**config.mk**
```make
export PLATFORM = sky130hd
export DESIGN_NAME = sim_run_ctrl
export DESIGN_NICKNAME = d
export VERILOG_FILES = /design/src/rtl/sim_ctrl_pkg.sv /design/src/rtl/sim_watchdog.sv /design/src/rtl/sim_run_ctrl.sv
export SDC_FILE = /design/constraint.sdc
export NUM_CORES = 1
export LEC_CHECK = 0
export CORE_ASPECT_RATIO = 0.75
export CORE_MARGIN = 1
export CORE_UTILIZATION = 45
export DETAILED_ROUTE_END_ITERATION = 12
export PLACE_DENSITY = 0.7
export SYNTH_ARGS = -nofsm -noshare
export SYNTH_HDL_FRONTEND = slang
export SYNTH_SLANG_ARGS = --single-unit
```
**constraint.sdc**
```tcl
create_clock -name clock -period 8.9 [get_ports clock]
set_input_delay 1.335 -clock clock [delete_from_list [all_inputs] [get_ports clock]]
set_output_delay 1.335 -clock clock [all_outputs]
set_load 0.02 [all_outputs]
```
**src/rtl/sim_ctrl_pkg.sv**
```systemverilog
// Shared types for the simulation run controller: FSM state encoding,
// termination cause codes and the trap-code decode helper.
package sim_ctrl_pkg;

  typedef enum logic [2:0] {
    ST_HOLD  = 3'd0,
    ST_INIT  = 3'd1,
    ST_RUN   = 3'd2,
    ST_DRAIN = 3'd3,
    ST_DONE  = 3'd4
  } run_state_e;

  localparam logic [2:0] EXIT_NONE       = 3'd0;
  localparam logic [2:0] EXIT_GOOD_TRAP  = 3'd1;
  localparam logic [2:0] EXIT_BAD_TRAP   = 3'd2;
  localparam logic [2:0] EXIT_DIFF_ERR   = 3'd3;
  localparam logic [2:0] EXIT_STALL      = 3'd4;
  localparam logic [2:0] EXIT_MAX_CYCLES = 3'd5;

  function automatic logic [2:0] trap_exit(input logic [7:0] code);
    if (code == 8'd0) begin
      return EXIT_GOOD_TRAP;
    end else begin
      return EXIT_BAD_TRAP;
    end
  endfunction

endpackage

```
**src/rtl/sim_watchdog.sv**
```systemverilog
// Saturating commit-stall counter; expired is high once LIMIT-1 consecutive
// commit-free cycles have been counted.
module sim_watchdog
  import sim_ctrl_pkg::*;
#(
  parameter int LIMIT = 5000
) (
  input  logic clock,
  input  logic reset,
  input  logic clear,
  input  logic inc,
  output logic expired
);

  localparam int CW = (LIMIT > 1) ? $clog2(LIMIT) : 1;
  localparam logic [CW-1:0] TOP = CW'(LIMIT - 1);

  logic [CW-1:0] cnt_r;

  // stall counter: clear wins over increment, saturates at TOP
  always_ff @(posedge clock) begin
    if (reset) begin
      cnt_r <= '0;
    end else if (clear) begin
      cnt_r <= '0;
    end else if (inc && (cnt_r != TOP)) begin
      cnt_r <= cnt_r + CW'(1);
    end else begin
      cnt_r <= cnt_r;
    end
  end

  assign expired = (cnt_r == TOP);

endmodule

```
**src/rtl/sim_run_ctrl.sv**
```systemverilog
// Run controller: sequences core reset and difftest init, gates stepping,
// counts cycles/instructions and ends the run on the first terminating event.
module sim_run_ctrl
  import sim_ctrl_pkg::*;
#(
  parameter int RESET_HOLD   = 50,
  parameter int STALL_LIMIT  = 5000,
  parameter int DRAIN_CYCLES = 4,
  parameter int COMMIT_W     = 6
) (
  input  logic                           clock,
  input  logic                           reset,
  input  logic [31:0]                    cfg_max_cycles,
  input  logic [$clog2(COMMIT_W+1)-1:0]  commit_cnt,
  input  logic                           trap_valid,
  input  logic [7:0]                     trap_code,
  input  logic                           step_err,
  output logic                           core_reset,
  output logic                           init_req,
  output logic                           step_en,
  output logic                           finish,
  output logic [2:0]                     exit_code,
  output logic [63:0]                    cycle_cnt,
  output logic [63:0]                    instr_cnt
);

  localparam int CCW     = $clog2(COMMIT_W + 1);
  localparam int HOLD_W  = $clog2(RESET_HOLD + 1);
  localparam int DRAIN_W = (DRAIN_CYCLES > 1) ? $clog2(DRAIN_CYCLES) : 1;
  localparam logic [HOLD_W-1:0]  HOLD_LAST  = HOLD_W'(RESET_HOLD - 1);
  localparam logic [DRAIN_W-1:0] DRAIN_LAST = DRAIN_W'(DRAIN_CYCLES - 1);

  run_state_e          state_r;
  run_state_e          state_s;
  logic [HOLD_W-1:0]   hold_cnt_r;
  logic [DRAIN_W-1:0]  drain_cnt_r;
  logic [31:0]         max_cycles_r;
  logic [63:0]         cycle_cnt_r;
  logic [63:0]         instr_cnt_r;
  logic [2:0]          exit_code_r;
  logic [2:0]          term_code_s;
  logic                term_s;
  logic                stall_expired_s;
  logic                no_commit_s;
  logic                in_run_s;

  assign in_run_s    = (state_r == ST_RUN);
  assign no_commit_s = (commit_cnt == CCW'(0));

  sim_watchdog #(
    .LIMIT (STALL_LIMIT)
  ) u_watchdog (
    .clock   (clock),
    .reset   (reset),
    .clear   ((state_r == ST_INIT) || (in_run_s && !no_commit_s)),
    .inc     (in_run_s && no_commit_s),
    .expired (stall_expired_s)
  );

  // termination cause for this RUN cycle, highest priority first
  always_comb begin
    term_code_s = EXIT_NONE;
    if (step_err) begin
      term_code_s = EXIT_DIFF_ERR;
    end else if (trap_valid) begin
      term_code_s = trap_exit(trap_code);
    end else if (stall_expired_s && no_commit_s) begin
      term_code_s = EXIT_STALL;
    end else if ((max_cycles_r != 32'd0) &&
                 ((cycle_cnt_r + 64'd1) == {32'd0, max_cycles_r})) begin
      term_code_s = EXIT_MAX_CYCLES;
    end else begin
      term_code_s = EXIT_NONE;
    end
  end

  assign term_s = in_run_s && (term_code_s != EXIT_NONE);

  // next-state logic
  always_comb begin
    state_s = state_r;
    case (state_r)
      ST_HOLD: begin
        if (hold_cnt_r == HOLD_LAST) state_s = ST_INIT;
        else                         state_s = ST_HOLD;
      end
      ST_INIT: state_s = ST_RUN;
      ST_RUN: begin
        if (term_s) state_s = (DRAIN_CYCLES == 0) ? ST_DONE : ST_DRAIN;
        else        state_s = ST_RUN;
      end
      ST_DRAIN: begin
        if (drain_cnt_r == DRAIN_LAST) state_s = ST_DONE;
        else                           state_s = ST_DRAIN;
      end
      ST_DONE: state_s = ST_DONE;
      default: state_s = ST_HOLD;
    endcase
  end

  // state register and phase timers
  always_ff @(posedge clock) begin
    if (reset) begin
      state_r     <= ST_HOLD;
      hold_cnt_r  <= '0;
      drain_cnt_r <= '0;
    end else begin
      state_r     <= state_s;
      hold_cnt_r  <= (state_r == ST_HOLD)  ? hold_cnt_r + HOLD_W'(1)   : '0;
      drain_cnt_r <= (state_r == ST_DRAIN) ? drain_cnt_r + DRAIN_W'(1) : '0;
    end
  end

  // run counters, latched limit and recorded exit cause
  always_ff @(posedge clock) begin
    if (reset) begin
      max_cycles_r <= 32'd0;
      cycle_cnt_r  <= 64'd0;
      instr_cnt_r  <= 64'd0;
      exit_code_r  <= EXIT_NONE;
    end else begin
      if (state_r == ST_INIT) begin
        max_cycles_r <= cfg_max_cycles;
      end else begin
        max_cycles_r <= max_cycles_r;
      end
      if (in_run_s) begin
        cycle_cnt_r <= cycle_cnt_r + 64'd1;
        instr_cnt_r <= instr_cnt_r + 64'(commit_cnt);
      end else begin
        cycle_cnt_r <= cycle_cnt_r;
        instr_cnt_r <= instr_cnt_r;
      end
      if (term_s) begin
        exit_code_r <= term_code_s;
      end else begin
        exit_code_r <= exit_code_r;
      end
    end
  end

  assign core_reset = (state_r == ST_HOLD);
  assign init_req   = (state_r == ST_INIT);
  assign step_en    = in_run_s;
  assign finish     = (state_r == ST_DONE);
  assign exit_code  = exit_code_r;
  assign cycle_cnt  = cycle_cnt_r;
  assign instr_cnt  = instr_cnt_r;

endmodule
```
==> metrics.txt <==
sequential area share after synthesis=37.4%; clock slew at reported path FFs=0.07 ns; simple-gate share of the synthesized area=33.1%; Mapped Nets=1336; cell depth of the worst flop-to-flop path=10; n_diodes=0; global route overflow=0; fin cells=1712; sequential cell area=0.00374 mm^2; Hold EP=drain_cnt_r[0]$_SDFF_PP0_; Setup Buffers After CTS=0; Final Setup Violations=0; Rows=46; CTS tree=built; layout cell share with drive strength beyond 1=3.93%; Hold Violations, Final=0; crit share post-route=52.5%; Pre-antenna DRT Iters=6; fraction of power spent switching nets=23.1%; worst-skew pair later-pin latency=0.44 ns; relative slew slack=25.7%; H-tree depth=4; Filler cells=1974; placed cells=1681; CORE AREA=0.0215 mm^2; 1st-iter DRT viols=1054; Syn Std Cell Area=0.0100 mm^2; Reg2Reg Setup Slack=4.71 ns; CTS buffer count=17; Net Sw Power=377 uW; post-layout min period=4.68 ns; Cell variety after synth=62; yosys warns=0; Global Route Usage Sum=25.5%; Peak VDD IR=0.123 mV; number of port buffers=181; power share of the sequential group=51.4%; achievable frequency=0.214 GHz; mux contribution to synthesized area=0.600%; NumNets Final=1468; Gate power share=2.5%; post-synthesis adder-cell area fraction=1.20%; PostCTS Resize Cnt=0; GP Congestion=0.956; Routed WL per cell=17.1 um; post-synthesis cell count=1280; Worst setup EP type=output port; TritonCTS Sinks=187; synth cell count leaders=187 x dfxtp_1, 180 x nor2_1, 165 x nand2_1, 95 x xor2_1, 82 x xnor2_1; largest net degree at the start of global routing=92; PwrDens=130 mW/mm^2; clock buffer depth=2; syn avg cell area=7.82 um^2; Critical Path RT=7.57 ns; Die Span X=174 um; Max FO, Critical Path=33; Via density=5.68; async set-or-reset flop fraction in the synthesized netlist=0%; Synth Area in Compound Gates=8.78%; top post-synthesis cells by area=dfxtp_1 37%, xor2_1 8.3%, xnor2_1 7.2%, nor2_1 6.7%, nand2_1 6.2%; #FFs+latches synth=187; residual DRC count=0; largest family of logic cells by synthesized area=simple AND/OR/NAND/NOR gates; Post-DRT Antenna Nets=0; unrepaired setup endpoints after global routing=false; post-synth top area share=37.4%; area of the die=0.0229 mm^2; Final Skew=0.0108 ns; Layout area overhead=24.9%; initial antenna violation count=0; design area=0.0125 mm^2; critical path type=reg -> out; status=complete, no violations; Yosys top cell by area=dfxtp_1; HP Class=reg -> reg; final setup TNS=0 ns; Top Ports=182; Worst EP arrival=3.34 ns; Die Ht=131 um; Tot Pwr=1630 uW; hold_sp=drain_cnt_r[0]$_SDFF_PP0_; XOR/XNOR share of the synthesized area=15.5%; Slew Viols, Final=0; hold depth=1; number of global-route vias before repair=8702; hold_buf cts=0; most used standard cell by instance count after synthesis=dfxtp_1; global-route wire length before repair=47100 um; Initial Utilization=46.6%; clock share of power=46.1%; via count=9726; number of flops mapped to enable cells by yosys=0; Tightest Pin Transition=1.11 ns; area occupied by multi-input gates=0.00592 mm^2; max_cap viols=0; drt total wl=29300 um; Startpoint Class=flop; FF-to-FF End=exit_code[1]$_SDFFE_PP0P_; Main synth FF type=dfxtp_1; DPL Wire Length=21500 um; Int Pwr=1250 uW; RR Startpoint=cycle_cnt[29]$_SDFFE_PP0P_; DP Area=0.0119 mm^2; clk root buf=clkbuf_16; P_leak=0.00409 uW
## power groups by stage
stage,registers (uW),logic (uW),clock network (uW)
3_5_place_dp,858,40.8,0
5_1_grt,838,44.5,809
4_1_cts,838,40.8,771
3_3_place_gp,858,40.5,0
6_report,838,40.6,753
2_1_floorplan,858,15.6,0
## layout make-up
cell class	count	area share [%]
clock buffers	17	3.40
clock inverters	14	1.24
inverters	14	0.420
multi-input cells	1006	47.4
flip-flops and latches	187	29.9
well taps	288	2.88
repair buffers	186	14.8
## layer usage
metal  wire length, um  track usage (%)  vias up
met4               385             6.82        0
li1                  -                -     4725
met2             12100             35.2      418
met3              2410             5.15       31
met1             14400             39.2     4552
met5                 0                0        -
## state kept, by name, summed over array words and instances (netlist names)
signal and cells:
cycle_cnt 64, drain_cnt_r 2, exit_code 3, hold_cnt_r 6, instr_cnt 64, max_cycles_r 32, state_r 3, u_watchdog.cnt_r 13
## cells in the final DEF (no fill, tap or decap), drive strengths merged, types with 4 or more instances in the layout
cell type	n
nor4	37
clkdlybuf4s50	180
a21oi	68
and4	18
nand2	166
xnor2	82
clkbuf	17
nand4	52
inv	20
and2	9
and3	23
dfxtp	187
o31ai	4
ha	8
o21ai	39
nor2	180
or4	8
buf	6
xor2	95
clkinv	4
nand3	75
nor3b	4
nor2b	6
or3	33
mux2i	6
a31oi	6
a211oi	5
nor3	37
## cell families (layout without fill, tap and decap cells)
logic type               after synthesis  after routing
adder cells (fa/ha/maj)                9              9
flip-flops                           187            187
multiplexers                           6              6
AO/OA/AOI/OAI                        149            149
XOR/XNOR                             177            177
AND/OR/NAND/NOR                      665            665
buffers and inverters                 87            231
## worst max-delay path: stages, from the launching register on
cell	delay [ns]
dfxtp_1	0.47
nor2_1	0.08
nand2_1	0.81
clkinv_1	0.59
buf_4	0.38
clkdlybuf4s50_1	0.57
## metrics by stage
stage               setup WS, ns  hold slack, ns  util, %
finish                      4.22           0.438     58.3
global placement            4.42           0.427     55.6
global route                3.97           0.455     58.3
CTS                         4.21           0.438     58.3
floorplan                   5.25           0.406        -
detailed placement          4.23           0.426     55.6
## worst max-delay path by stage
stage,startpoint,end,slack [ns],cells after the start
5_1_grt,state_r[1]$_SDFF_PP0_,init_req,3.97,5
4_1_cts,state_r[1]$_SDFF_PP0_,init_req,4.21,5
3_5_place_dp,commit_cnt[1],instr_cnt[59]$_SDFFE_PP0P_,4.23,10
2_1_floorplan,commit_cnt[1],instr_cnt[59]$_SDFFE_PP0P_,5.25,10
6_report,state_r[1]$_SDFF_PP0_,init_req,4.22,5
3_3_place_gp,commit_cnt[1],instr_cnt[61]$_SDFFE_PP0P_,4.42,10
No activity file was read; power rests on OpenSTA's default activity.
